`config.mk`:
```
export PLATFORM = sky130hd
export DESIGN_NAME = fp_max_pool_reducer_flat
export DESIGN_NICKNAME = d
export VERILOG_FILES = /design/src/rtl/fp_max_pool_reducer_if.sv /design/src/rtl/fp_max_pool_reducer.sv /design/src/flat_wrapper.sv
export SDC_FILE = /design/constraint.sdc
export NUM_CORES = 1
export LEC_CHECK = 0
export BUFFER_PORTS_ARGS = -buffer_cell sky130_fd_sc_hd__buf_4
export CORE_ASPECT_RATIO = 0.9
export CORE_UTILIZATION = 50
export CTS_CLUSTER_DIAMETER = 30
export DETAILED_ROUTE_END_ITERATION = 6
export MAX_ROUTING_LAYER = met4
export PLACE_DENSITY = 0.75
export SETUP_SLACK_MARGIN = 0.1
export SLEW_MARGIN = 20
export SYNTH_ARGS = -nofsm -noshare
export SYNTH_HDL_FRONTEND = slang
export SYNTH_SLANG_ARGS = --single-unit
```
`constraint.sdc`:
```
create_clock -name clk -period 2.8 [get_ports clk]
set_input_delay 0.56 -clock clk [delete_from_list [all_inputs] [get_ports clk]]
set_output_delay 0.56 -clock clk [all_outputs]
set_load 0.1 [all_outputs]
```
`src/rtl/fp_max_pool_reducer_if.sv`:
```
// ---------------------------------------------------------------------------
// fp_max_pool_reducer_if
// Stream bundle for the max-pool reducer: the sample input stream
// (s_valid/s_ready/s_data) and the window result stream
// (m_valid/m_ready/m_data, plus m_index when POOL_ARGMAX_EN is defined).
//   slave  : reducer side (consumes samples, produces results)
//   master : environment side (produces samples, consumes results)
// Parameters: W sample width, IDXW argmax index width.
// Optional feature macro: POOL_ARGMAX_EN (adds m_index).
// ---------------------------------------------------------------------------
interface fp_max_pool_reducer_if #(
  parameter int W    = 16,
  parameter int IDXW = 2
);
  logic            s_valid;
  logic            s_ready;
  logic [W-1:0]    s_data;
  logic            m_valid;
  logic            m_ready;
  logic [W-1:0]    m_data;
`ifdef POOL_ARGMAX_EN
  logic [IDXW-1:0] m_index;

  modport slave  (input  s_valid, s_data, m_ready,
                  output s_ready, m_valid, m_data, m_index);
  modport master (output s_valid, s_data, m_ready,
                  input  s_ready, m_valid, m_data, m_index);
`else
  modport slave  (input  s_valid, s_data, m_ready,
                  output s_ready, m_valid, m_data);
  modport master (output s_valid, s_data, m_ready,
                  input  s_ready, m_valid, m_data);
`endif
endinterface

```
`src/rtl/fp_max_pool_reducer.sv`:
```
// ---------------------------------------------------------------------------
// fp_max_pool_reducer
// Streaming max-pool reducer: keeps a running maximum over WINDOW accepted
// fixed-point samples and presents the window maximum (and optionally its
// position) on a registered valid/ready output stream.
// Ports:
//   clk  : single rising-edge clock
//   rst  : synchronous active-high reset
//   bus  : fp_max_pool_reducer_if.slave
//          s_valid/s_ready/s_data  sample input stream
//          m_valid/m_ready/m_data  window maximum output stream
//          m_index                 argmax position (POOL_ARGMAX_EN only)
// Optional feature macro: POOL_ARGMAX_EN (argmax index tracking + m_index).
// ---------------------------------------------------------------------------
module fp_max_pool_reducer #(
  parameter int SIGNED   = 1,
  parameter int INTEGER  = 2,
  parameter int FRACTION = 14,
  parameter int WINDOW   = 4
) (
  input  logic                   clk,
  input  logic                   rst,
  fp_max_pool_reducer_if.slave   bus
);
  localparam int W    = INTEGER + FRACTION;
  localparam int IDXW = (WINDOW > 1) ? $clog2(WINDOW) : 1;
  localparam logic [IDXW-1:0] LAST = IDXW'(WINDOW - 1);

  // Magnitude compare; the format carries no arithmetic, only ordering.
  function automatic logic gt(input logic [W-1:0] a, input logic [W-1:0] b);
    if (SIGNED != 0) return $signed(a) > $signed(b);
    else             return a > b;
  endfunction

  logic [IDXW-1:0] r_count;
  logic [W-1:0]    r_acc;
  logic            r_m_valid;
  logic [W-1:0]    r_m_data;

  logic            w_s_ready;
  logic            w_in_beat;
  logic            w_out_beat;
  logic            w_first;
  logic            w_last;
  logic            w_take;
  logic [W-1:0]    w_max;

  // Input is refused while a result is held and not being taken this cycle.
  assign w_s_ready  = !rst && (!r_m_valid || bus.m_ready);
  assign w_in_beat  = bus.s_valid && w_s_ready;
  assign w_out_beat = r_m_valid && bus.m_ready;
  assign w_first    = (r_count == '0);
  assign w_last     = (r_count == LAST);
  // Strict greater-than keeps the earliest position on ties.
  assign w_take     = w_first || gt(bus.s_data, r_acc);
  assign w_max      = w_take ? bus.s_data : r_acc;

`ifdef POOL_ARGMAX_EN
  logic [IDXW-1:0] r_acc_idx;
  logic [IDXW-1:0] r_m_index;
  logic [IDXW-1:0] w_idx;

  assign w_idx       = w_take ? r_count : r_acc_idx;
  assign bus.m_index = r_m_index;

  always_ff @(posedge clk) begin
    if (rst) begin
      r_acc_idx <= '0;
      r_m_index <= '0;
    end else if (w_in_beat) begin
      r_acc_idx <= w_idx;
      if (w_last) r_m_index <= w_idx;
    end
  end
`endif

  // Accumulate / complete window / release result
  always_ff @(posedge clk) begin
    if (rst) begin
      r_count   <= '0;
      r_acc     <= '0;
      r_m_valid <= 1'b0;
      r_m_data  <= '0;
    end else begin
      if (w_out_beat) r_m_valid <= 1'b0;
      if (w_in_beat) begin
        r_acc <= w_max;
        if (w_last) begin
          // A load in the same cycle as an output beat wins over the clear.
          r_m_data  <= w_max;
          r_m_valid <= 1'b1;
          r_count   <= '0;
        end else begin
          r_count <= r_count + 1'b1;
        end
      end
    end
  end

  assign bus.s_ready = w_s_ready;
  assign bus.m_valid = r_m_valid;
  assign bus.m_data  = r_m_data;

endmodule

```
`src/flat_wrapper.sv`:
```
// flat-port wrapper written by rule: the top's interface ports become plain ports
module fp_max_pool_reducer_flat 
#(
  parameter int SIGNED   = 1,
  parameter int INTEGER  = 2,
  parameter int FRACTION = 14,
  parameter int WINDOW   = 4
)
  (clk, rst, bus_s_valid, bus_s_data, bus_m_ready, bus_s_ready, bus_m_valid, bus_m_data);
  fp_max_pool_reducer_if #(.W(16), .IDXW(2)) bus_i ();
  input  logic clk;
  input  logic rst;
  input wire logic [$bits(bus_i.s_valid)-1:0] bus_s_valid;
  input wire logic [$bits(bus_i.s_data)-1:0] bus_s_data;
  input wire logic [$bits(bus_i.m_ready)-1:0] bus_m_ready;
  output wire logic [$bits(bus_i.s_ready)-1:0] bus_s_ready;
  output wire logic [$bits(bus_i.m_valid)-1:0] bus_m_valid;
  output wire logic [$bits(bus_i.m_data)-1:0] bus_m_data;
  assign bus_i.s_valid = bus_s_valid;
  assign bus_i.s_data = bus_s_data;
  assign bus_i.m_ready = bus_m_ready;
  assign bus_s_ready = bus_i.s_ready;
  assign bus_m_valid = bus_i.m_valid;
  assign bus_m_data = bus_i.m_data;
  fp_max_pool_reducer #(.SIGNED(SIGNED), .INTEGER(INTEGER), .FRACTION(FRACTION), .WINDOW(WINDOW)) u_core (.clk(clk), .rst(rst), .bus(bus_i));
endmodule
```
# ---- Yosys cells after proc, flatten, opt, wreduce, memory -nomap -nowiden
# Index checks and enable logic that the tools add are counted.
dict set report totals {
  output_inout_bits 18
  reg_bits 35
  inputBits 20
}
dict set report op_classes {
  n_eq_ne 1
  reduce_logical 9
  magnitude_cmp 1
  muxes 5
  add_sub_neg 1
}
# cell count
set op_table {}
lappend op_table {{$gt A16 B16 Y1} 1}
lappend op_table {{$mux W16} 1}
lappend op_table {{$logic_and A1 B1 Y1} 3}
lappend op_table {{$mux W1} 3}
lappend op_table {{$add A2 B1 Y2 const B} 1}
lappend op_table {{$eq A2 B2 Y1 const B} 1}
lappend op_table {{$logic_not A1 Y1} 2}
lappend op_table {{$logic_not A2 Y1} 1}
lappend op_table {{$logic_or A1 B1 Y1} 2}
lappend op_table {{$mux W2} 1}
lappend op_table {{$reduce_and A2 Y1} 1}

# ---- Logic depth before layout (Yosys ltp)
# Gate-level depths: netlist (run 1).
dict set report depth {
  word_depth 5
  mapped_depth 10
  mapped_depth_nobuf 8
}

# ---- Worst setup path before layout (run 1)
# No wires, ideal clock.
dict set report synth_timing {
  kind {register to register}
  startpoint {reg u_core.r_m_valid (netlist: u_core.bus.m_valid)}
  endpoint {reg u_core.r_acc[10]}
  arrival_ns 3.220
  setup_slack_ns -0.491
  setup_ns 0.072
  path_stages_with_launch 7
  t_required_ns 2.728
  n_path_buf 1
  path_cell_list {dfxtp_1 > nor2b_1 > nor2_1 > nand2_1 > a31oi_4 > buf_12 > mux2i_1}
}
dict set report synth_between {
  elab_chain_cells 4
}
# element line_no
set synth_lines {}
lappend synth_lines {{start: declaration} fp_max_pool_reducer.sv:37} ;# logic r_m_valid;
lappend synth_lines {{start signal: assignment} fp_max_pool_reducer.sv:82} ;# r_m_valid <= 1'b0;
lappend synth_lines {{start signal: assignment} fp_max_pool_reducer.sv:85} ;# if (w_out_beat) r_m_valid <= 1'b0;
lappend synth_lines {{start signal: assignment} fp_max_pool_reducer.sv:91} ;# r_m_valid <= 1'b1;
lappend synth_lines {{$logic_not A1 Y1} fp_max_pool_reducer.sv:49} ;# assign w_s_ready = !rst && (!r_m_valid || bus.m_ready);
lappend synth_lines {{$logic_or A1 B1 Y1} fp_max_pool_reducer.sv:49}
lappend synth_lines {{$logic_and A1 B1 Y1} fp_max_pool_reducer.sv:49}
lappend synth_lines {{net bus_s_ready} flat_wrapper.sv:16} ;# output wire logic [$bits(bus_i.s_ready)-1:0] bus_s_ready;
lappend synth_lines {{$logic_and A1 B1 Y1} fp_max_pool_reducer.sv:50} ;# assign w_in_beat = bus.s_valid && w_s_ready;
lappend synth_lines {{end signal: assignment} fp_max_pool_reducer.sv:87} ;# r_acc <= w_max;
lappend synth_lines {{end: declaration} fp_max_pool_reducer.sv:36} ;# logic [W-1:0] r_acc;
# The timed path passes the listed nets, and every way through them passes these cells.
# A chain may end at the register's enable or synchronous reset.

# ---- Worst setup path after layout (run 1)
dict set report layout_timing {
  startpoint {reg u_core.r_acc[11]}
  endpoint {reg u_core.r_m_data[0] (netlist: u_core.bus.m_data[0])}
}
dict set report layout_between {
  elab_chain_cells 3
}
# element line_no
set layout_lines {}
lappend layout_lines {{$gt A16 B16 Y1} fp_max_pool_reducer.sv:31} ;# if (SIGNED != 0) return $signed(a) > $signed(b);
lappend layout_lines {{$logic_or A1 B1 Y1} fp_max_pool_reducer.sv:55} ;# assign w_take = w_first || gt(bus.s_data, r_acc);
lappend layout_lines {{$mux W16} fp_max_pool_reducer.sv:56} ;# assign w_max = w_take ? bus.s_data : r_acc;
lappend layout_lines {{end signal: assignment} fp_max_pool_reducer.sv:90} ;# r_m_data <= w_max;
lappend layout_lines {{end: declaration} fp_max_pool_reducer.sv:38} ;# logic [W-1:0] r_m_data;
# Every way passes these cells.

==> impl_metrics.env, run 1 <==
export IMPL_synth_largest_area_cell="dfxtp_1"
export IMPL_fin_cells=349
export IMPL_synthMuxAreaShare_pct=7.407
export IMPL_core_um2=4101
export IMPL_violations="DRC"
export IMPL_synth_cell_types=33
export IMPL_cts_resized=0
export IMPL_ys_warn_count=0
export IMPL_postCtsSetupBuffers=0
export IMPL_hpwl_mm=3.441
export IMPL_async_reset_ff_share_pct=0
export IMPL_crit_start="u_core.r_acc[11]"
export IMPL_vias=1909
export IMPL_synth_compound_area_share_pct=23.96
export IMPL_h_tree_depth=2
export IMPL_cts_buffers_inserted=5
export IMPL_skew_ps=5.398
export IMPL_cellPowerDensity_nw_per_um2=507.2
export IMPL_totalWireLength_mm=4.886
export IMPL_nets=338
export IMPL_synth_area_top_cells="dfxtp_1, ha_1, mux2i_1"
export IMPL_timing_final_crit_share_pct=90.96
export IMPL_post_dp_cell_area_um2=2584
export IMPL_die_h_um=64.39
export IMPL_clk_latency_ps=300
export IMPL_ys_seq_elements=35
export IMPL_io_pins=38
export IMPL_leakagePower_uw=0.001173
export IMPL_synth_most_common_cell="dfxtp_1"
export IMPL_dr_pass1_iters=6
export IMPL_synth_ff_type="dfxtp_1"
export IMPL_setup_viol=0
export IMPL_post_route_min_period_ps=2547
export IMPL_synth_edf_count=0
export IMPL_seq_area_frac_synth_pct=32.41
export IMPL_seq_area_um2=700.7
export IMPL_route_detailed_drc=3
export IMPL_synth_top_family_by_area="compound AO/OA/AOI/OAI gates"
export IMPL_grt_overflow_total=0
export IMPL_ctsHoldBuffers=0
export IMPL_post_place_cells=341
export IMPL_io_buffers=37
export IMPL_cp_arrival_ps=2750
export IMPL_worst_slew_pin_slew_ps=494.7
export IMPL_synth_xor_area_share_pct=0
export IMPL_gp_congestion=0.7841
export IMPL_final_util_pct=65.53
export IMPL_postSynthAreaPerCell_um2=8.446
export IMPL_synthAdderAreaFrac_pct=10.42
export IMPL_clk_pin_slew_worst_paths_ps=70
export IMPL_wl_per_cell_um=14.00
export IMPL_syn_cell_area_um2=2162
export IMPL_grt_pass1_vias=1808
export IMPL_synth_cells=256
export IMPL_syn2layout_area_growth_pct=24.31
export IMPL_synth_top_area_share_pct=32.41
export IMPL_multiInputGateArea_um2=1274
export IMPL_antenna_found_initial=0
export IMPL_run_status="complete, but fails checks"
export IMPL_syn_num_nets=294
export IMPL_cp_data_required_time_ps=3000
export IMPL_rsz0062_at_grt="false"
export IMPL_drt_initial_drc_count=74
export IMPL_ir_drop_v=0.0003091
export IMPL_hold_path_class="reg2reg"
export IMPL_row_count=22
export IMPL_max_slew_margin_pct=66.95
export IMPL_grt_pass1_wl_mm=8.404
export IMPL_worst_setup_path_type="reg2reg"
export IMPL_ant_nets=0
export IMPL_drive_gt1_share_pct=23.92
export IMPL_setup_worst_path_end_class="flip-flop"
export IMPL_cp_max_fo=14
export IMPL_initial_core_util_pct=52.72
export IMPL_viasPerCell=5.470
export IMPL_maxSlewViolCount=0
export IMPL_worstReg2RegStart="u_core.r_acc[11]"
export IMPL_postLayoutCellArea_um2=2688
export IMPL_grt_usage_pct=24.55
export IMPL_yosys_area_share_simple_pct=15.86
export IMPL_grt_max_degree=38
export IMPL_cp_start_kind="flip-flop"
export IMPL_dieArea_um2=4592
export IMPL_finalHoldViolCount=0
export IMPL_insertedDiodeCount=0
export IMPL_drv_cap=0
export IMPL_holdCritStartpoint="u_core.r_acc[14]"
export IMPL_synthTopCellsByCount="dfxtp_1, inv_1, nor2_1"
export IMPL_cts_buffer_depth=2
export IMPL_die_x_um=71.32
export IMPL_root_buffer="clkbuf_8"
export IMPL_n_fill_cell=365
export IMPL_fmax_mhz=392.6
export IMPL_cts_tree="done"
export IMPL_cts_sinks=35
export IMPL_tns_ps=0
kinds of logic (layout without fill, tap and decap cells):
group / count (synthesis) / after routing
buf+inv: 52 / 97
mux: 16 / 16
simple gates: 69 / 69
compound gates: 66 / 66
fa+ha+maj: 18 / 18
flops: 35 / 35
critical path, stage by stage, from the launching register on:
cell	delay (ps)
dfxtp_1	360
inv_1	50
ha_1	290
a21oi_1	140
o21ai_0	90
a31o_2	260
or4b_4	570
buf_4	220
a31o_2	240
a311oi_1	250
cell type report:
cell class	instances	share of cell area, %
multi-input combinational	169	47.39
inverter	34	4.749
tap	48	2.235
timing repair buffer	55	15.83
clock buffer	8	3.724
sequential	35	26.07
report_power, final:
part	switching, uW	internal, uW
sequential	22.5	529
clock	189	225
combinational	233	165
worst paths after layout:
| kind | end | slack, ps | depth (start not counted) |
|---|---|---|---|
| worst max-delay path | u_core.bus.m_data[0] | 250 | 9 |
| worst min-delay path | u_core.r_acc[14] | 490 | 2 |
| worst max register to register | u_core.bus.m_data[0] | 250 | 9 |
| worst min register to register | u_core.r_acc[14] | 490 | 2 |
layer usage:
| metal | vias to the layer above | track usage [%] | part of all wire (%) | wire length, um |
|---|---|---|---|---|
| met1 | 880 | 29.71 | 46 | 2270 |
| met2 | 38 | 39.76 | 46 | 2254 |
| met5 | - | - | 0 | 0 |
| met4 | 0 | 8.000 | 1.2 | 59 |
| met3 | 7 | 6.467 | 6.2 | 302 |
| li1 | 984 | - | - | - |
flip-flops by register name (all words and copies together) (netlist names):
signal,cells
u_core.r_count,2
u_core.bus.m_valid,1
u_core.r_acc,16
u_core.bus.m_data,16
placed cells by master (no fill, tap or decap), types with 2 or more instances in the layout:
cell	n
buf_4	54
dfxtp_1	35
inv_1	34
nor2_1	32
nand2b_1	17
ha_1	17
o21a_1	16
mux2i_1	16
a31oi_1	15
a41o_1	15
clkbuf_8	7
a21oi_1	6
nand2_1	5
nand4_1	5
nor2b_1	3
o21ai_0	2
a31o_2	2
o31ai_1	2
through the flow:
step	worst slack (ps)	hold WS, ps	total power [uW]
after floorplan	100.2	461.8	830.0
after global placement	-8.104	476.4	944.7
after detailed placement	-58.02	485.7	951.6
after CTS	204.5	496.1	1372
after global routing	96.75	516.6	1445
final	253.2	490.6	1363
Power figures use the tool's default switching activity.
==> run 2: changes to the inputs <==
- REMOVE_ABC_BUFFERS: default -> 1
==> run 2 against run 1 <==
The run still ends with DRC left. Via count grew 0.63%. Global-route usage shrank 0.75 points. Maximum frequency grew 0.16%. Cell area shrank 1.5%. Die area is the same. Clock-buffer cell count shrank 2. Hold slack gained 1.1 ps. Total power shrank 5.8%. Routed wire length shrank 0.23%. Clock skew shrank 1.5 ps. Critical path type is now in2reg. Critical endpoint unchanged. Largest cell class unchanged. Highest routed layer unchanged.
==> impl_metrics.env, run 2 (synthesized netlist as in run 1, its figures left out) <==
export IMPL_fin_hold_ws_ps=491.8
export IMPL_grt_overflow_total=0
export IMPL_core_um2=4101
export IMPL_totalWireLength_mm=4.875
export IMPL_clk_latency_ps=290
export IMPL_insertedDiodeCount=0
export IMPL_cp_cell_sequence="buf_4, ha_1, a211oi_2, nor2_1, o21a_1, or4b_4, buf_4, a31o_2, a311oi_1"
export IMPL_final_common_cell="buf_4"
export IMPL_die_x_um=71.32
export IMPL_vias=1921
export IMPL_initial_core_util_pct=52.72
export IMPL_row_count=22
export IMPL_p_total_uw=1284
export IMPL_p_seq_share_pct=43.1
export IMPL_grt_pass1_wl_mm=8.321
export IMPL_cts_buffer_depth=2
export IMPL_h_tree_depth=2
export IMPL_hold_path_class="reg2reg"
export IMPL_post_dp_cell_area_um2=2571
export IMPL_ctsHoldBuffers=0
export IMPL_cp_max_fo=7
export IMPL_cts_resized=0
export IMPL_drive_gt1_share_pct=23.00
export IMPL_grt_max_degree=34
export IMPL_root_buffer="clkbuf_8"
export IMPL_power_share_combinational_pct=30.7
export IMPL_leakagePower_uw=0.001161
export IMPL_syn2layout_area_growth_pct=22.45
export IMPL_maxSlewViolCount=0
export IMPL_ir_drop_v=0.0002950
export IMPL_finalHoldViolCount=0
export IMPL_crit_start="bus_s_data[5]"
export IMPL_rsz0062_at_grt="false"
export IMPL_post_place_cells=342
export IMPL_switching_power_uw=425.4
export IMPL_cp_data_required_time_ps=3000
export IMPL_antenna_found_initial=0
export IMPL_cts_tree="done"
export IMPL_postCtsSetupBuffers=0
export IMPL_max_slew_margin_pct=73.95
export IMPL_worst_slew_pin_slew_ps=390.8
export IMPL_grt_pass1_vias=1849
export IMPL_swShare_pct=33.14
export IMPL_nets=339
export IMPL_post_route_min_period_ps=2543
export IMPL_cp_slowest_cell="or4b_4"
export IMPL_route_detailed_drc=4
export IMPL_clock_power_share_pct=26.2
export IMPL_timing_final_crit_share_pct=90.81
export IMPL_drv_cap=0
export IMPL_die_h_um=64.39
export IMPL_clk_pin_slew_worst_paths_ps=60
export IMPL_cts_buffers_inserted=5
export IMPL_worst_path_largest_cell_delay_ps=590
export IMPL_cp_arrival_ps=2740
export IMPL_cpMostUsedCell="buf_4"
export IMPL_seq_area_um2=700.7
export IMPL_io_pins=38
export IMPL_postLayoutCellArea_um2=2648
export IMPL_cellPowerDensity_nw_per_um2=484.8
export IMPL_critPathTopFamily="compound AO/OA/AOI/OAI gates"
export IMPL_dieArea_um2=4592
export IMPL_gp_congestion=0.8217
export IMPL_worst_setup_path_type="in2reg"
export IMPL_cp_start_kind="input pin"
export IMPL_viasPerCell=5.520
export IMPL_skew_ps=3.930
export IMPL_wl_per_cell_um=14.01
export IMPL_cts_sinks=35
export IMPL_grt_usage_pct=23.80
export IMPL_run_status="complete, but fails checks"
export IMPL_path_buf_inv=2
export IMPL_fmax_mhz=393.3
export IMPL_io_buffers=37
export IMPL_holdCritStartpoint="u_core.r_acc[5]"
export IMPL_drt_initial_drc_count=93
export IMPL_ant_nets=0
export IMPL_multiInputGateArea_um2=1254
export IMPL_hpwl_mm=3.567
export IMPL_worstReg2RegStart="u_core.r_acc[5]"
export IMPL_n_fill_cell=367
export IMPL_layout_common_cells="buf_4, dfxtp_1, inv_1"
export IMPL_p_int_uw=858.2
export IMPL_setup_viol=0
export IMPL_fin_cells=348
export IMPL_dr_pass1_iters=6
export IMPL_violations="DRC"
export IMPL_setup_worst_path_end_class="flip-flop"
run 2: path summary, 6_finish.rpt:
kind,to,slack [ps],cells after the start
setup / recovery,u_core.bus.m_data[0],260,9
hold / removal,u_core.r_acc[5],490,2
setup reg to reg,u_core.bus.m_data[0],260,9
hold reg to reg,u_core.r_acc[5],490,2
run 2: tightest hold or removal path: cells and delay by family (launching register included):
family / cells / cell delay [ps]
DFF: 1 / 320
muxes: 1 / 60
and+or+nand+nor: 1 / 70
run 2: area by class of cell:
cell class	instances	share of cell area [%]
sequential	35	26.47
timing repair buffer	56	16.35
clock buffer	6	2.741
multi-input combinational	169	47.35
inverter	34	4.820
tap	48	2.268
run 2: metal layers:
metal	global-route usage (%)	up-vias	wire length, um
met5	-	-	0
met4	7.000	0	10
met3	4.732	2	179
met2	37.62	34	2255
met1	30.73	902	2430
li1	-	983	-
run 2: stage by stage:
stage	worst slack, ps	TNS [ps]	util (%)
after floorplan	-603.4	-12880	-
after global placement	-77.26	-1007	62.69
after detailed placement	-102.9	-1865	62.69
after CTS	165.5	0	64.46
after global routing	105.0	0	64.55
final	257.4	0	64.55
run 2: power by group through the flow:
stage	logic [uW]	clock network, uW	registers (uW)
floorplan	214	0	583
global placement	379	0	562
detailed placement	387	0	563
CTS	391	345	552
global route	438	370	556
finish	394	337	553
==> run 3: changes to the inputs <==
- ABC_AREA: default -> 1
- CORE_MARGIN: default -> 2
- CORE_UTILIZATION: 50 -> 51
- PLACE_DENSITY: 0.75 -> 0.76
==> run 3 against run 2 <==
The flow now finishes without violations. Total power up 11%. Worst setup slack improved by 370 ps. Maximum frequency grew 17%. Combinational power up 1%. Flip-flop and latch count unchanged. Area after synthesis is 3.8% higher. Largest cell class unchanged.
==> impl_metrics.env, run 3 <==
export IMPL_run_status="finished clean"
export IMPL_grt_pass1_wl_mm=8.569
export IMPL_setup_viol=0
export IMPL_cp_slowest_cell="ha_1"
export IMPL_postCtsSetupBuffers=0
export IMPL_synth_ff_type="dfxtp_1"
export IMPL_post_route_min_period_ps=2170
export IMPL_tns_ps=0
export IMPL_h_tree_depth=2
export IMPL_totalWireLength_mm=4.885
export IMPL_fmax_mhz=460.9
export IMPL_cts_resized=0
export IMPL_cp_cell_sequence="inv_1, ha_1, nand4_1, nor2_1, nand2_1, nand3_1, nand3_4, nand2_4, nand2_1, nand3_1, o21ai_0"
export IMPL_dieArea_um2=4946
export IMPL_dr_pass1_iters=5
export IMPL_cp_start_kind="flip-flop"
export IMPL_layout_common_cells="inv_1, nand2_1, nand3_1"
export IMPL_worst_path_largest_cell_delay_ps=350
export IMPL_die_x_um=73.91
export IMPL_hpwl_mm=3.375
export IMPL_cp_arrival_ps=2310
export IMPL_cts_buffers_inserted=5
export IMPL_drv_cap=0
export IMPL_async_reset_ff_share_pct=0
export IMPL_core_um2=4156
export IMPL_grt_overflow_total=0
export IMPL_holdCritStartpoint="u_core.r_count[1]"
export IMPL_clk_pin_slew_worst_paths_ps=80
export IMPL_ir_drop_v=0.0004926
export IMPL_cp_data_required_time_ps=2940
export IMPL_route_detailed_drc=0
export IMPL_multiInputGateArea_um2=1140
export IMPL_ant_nets=0
export IMPL_cts_tree="done"
export IMPL_synth_cell_types=25
export IMPL_cp_max_fo=32
export IMPL_worstReg2RegStart="u_core.r_acc[15]"
export IMPL_synth_top_area_share_pct=31.23
export IMPL_n_fill_cell=400
export IMPL_vias=2079
export IMPL_maxSlewViolCount=0
export IMPL_grt_pass1_vias=1969
export IMPL_synth_area_top_cells="dfxtp_1, nand3_1, inv_1"
export IMPL_seq_area_frac_synth_pct=31.23
export IMPL_cts_sinks=35
export IMPL_syn_cell_area_um2=2243
export IMPL_wl_per_cell_um=11.23
export IMPL_gp_congestion=0.8554
export IMPL_clk_latency_ps=290
export IMPL_p_int_uw=951.4
export IMPL_row_count=22
export IMPL_worst_setup_path_type="reg2reg"
export IMPL_hold_path_class="reg2reg"
export IMPL_rsz0062_at_grt="false"
export IMPL_power_share_combinational_pct=27.9
export IMPL_drive_gt1_share_pct=14.67
export IMPL_seq_area_um2=700.7
export IMPL_fin_hold_ws_ps=510.9
export IMPL_insertedDiodeCount=0
export IMPL_synth_cells=343
export IMPL_syn2layout_area_growth_pct=17.51
export IMPL_viasPerCell=4.779
export IMPL_finalHoldViolCount=0
export IMPL_die_h_um=66.92
export IMPL_grt_usage_pct=22.97
export IMPL_postSynthAreaPerCell_um2=6.541
export IMPL_antenna_found_initial=0
export IMPL_p_seq_share_pct=38.6
export IMPL_ctsHoldBuffers=0
export IMPL_skew_ps=7.812
export IMPL_crit_start="u_core.r_acc[15]"
export IMPL_cts_buffer_depth=2
export IMPL_timing_final_crit_share_pct=77.50
export IMPL_nets=412
export IMPL_io_pins=38
export IMPL_drt_initial_drc_count=160
export IMPL_clock_power_share_pct=33.4
export IMPL_synthTopCellsByCount="inv_1, nand2_1, nand3_1"
export IMPL_max_slew_margin_pct=54.14
export IMPL_leakagePower_uw=0.001366
export IMPL_final_common_cell="inv_1"
export IMPL_ys_warn_count=0
export IMPL_root_buffer="clkbuf_8"
export IMPL_synth_edf_count=0
export IMPL_cellPowerDensity_nw_per_um2=541.9
export IMPL_switching_power_uw=477.2
export IMPL_swShare_pct=33.41
export IMPL_synth_largest_area_cell="dfxtp_1"
export IMPL_ys_seq_elements=35
export IMPL_initial_core_util_pct=53.97
export IMPL_io_buffers=37
export IMPL_grt_max_degree=33
export IMPL_synth_most_common_cell="inv_1"
export IMPL_worst_slew_pin_slew_ps=687.9
export IMPL_setup_worst_path_end_class="flip-flop"
[run 3: layout make-up]
class	count	share of cell area, %
clock buffers	6	3.132
clock inverters	2	1.329
inverters	80	11.49
multi-input cells	212	43.24
flip-flops and latches	35	26.58
well taps	60	2.848
repair buffers	40	11.39
[run 3: path summary, 6_finish.rpt]
| path | to | slack [ps] | cells after the start |
|---|---|---|---|
| min reg2reg | u_core.r_count[1] | 510 | 2 |
| max reg2reg | u_core.r_acc[15] | 630 | 11 |
| max | u_core.r_acc[15] | 630 | 11 |
| min | u_core.r_count[1] | 510 | 2 |
[run 3: cell families after synthesis]
kind of cell	after synthesis	synth area share [%]
fa+ha+maj	18	10.04
compound gates	41	9.761
flops	35	31.23
simple gates	153	31.01
buf+inv	96	17.96
[run 3: power groups by stage]
stage	registers [uW]	clock network (uW)	logic, uW
3_3_place_gp	562	0	385
3_5_place_dp	563	0	398
5_1_grt	556	509	452
6_report	552	477	399
2_1_floorplan	586	0	253
4_1_cts	552	484	398
[run 3: stage by stage]
stage	utilization (%)	setup slack (ps)	power (uW)	instance area [um2]	instances
2_1_floorplan	-	419.6	839.2	2143	327
3_3_place_gp	60.60	397.9	946.9	2519	427
3_5_place_dp	60.60	343.9	960.2	2519	427
4_1_cts	63.43	636.1	1434	2636	435
5_1_grt	63.43	350.2	1518	2636	435
6_report	63.43	630.1	1429	2636	435
[run 3: critical path, delay by kind of cell, from the launching register on]
| family | cells | cell delay (ps) |
|---|---|---|
| AO/OA/AOI/OAI | 1 | 80 |
| adder cells (fa/ha/maj) | 1 | 350 |
| buffers and inverters | 1 | 80 |
| flip-flops | 1 | 330 |
| AND/OR/NAND/NOR | 8 | 1170 |
[run 3: per-layer routing]
| layer | up-vias | routed length, um | track usage, % |
|---|---|---|---|
| met1 | 899 | 2401 | 29.57 |
| met2 | 49 | 2245 | 36.05 |
| li1 | 1127 | - | - |
| met5 | - | 0 | - |
| met4 | 0 | 45 | 5.455 |
| met3 | 4 | 193 | 6.051 |
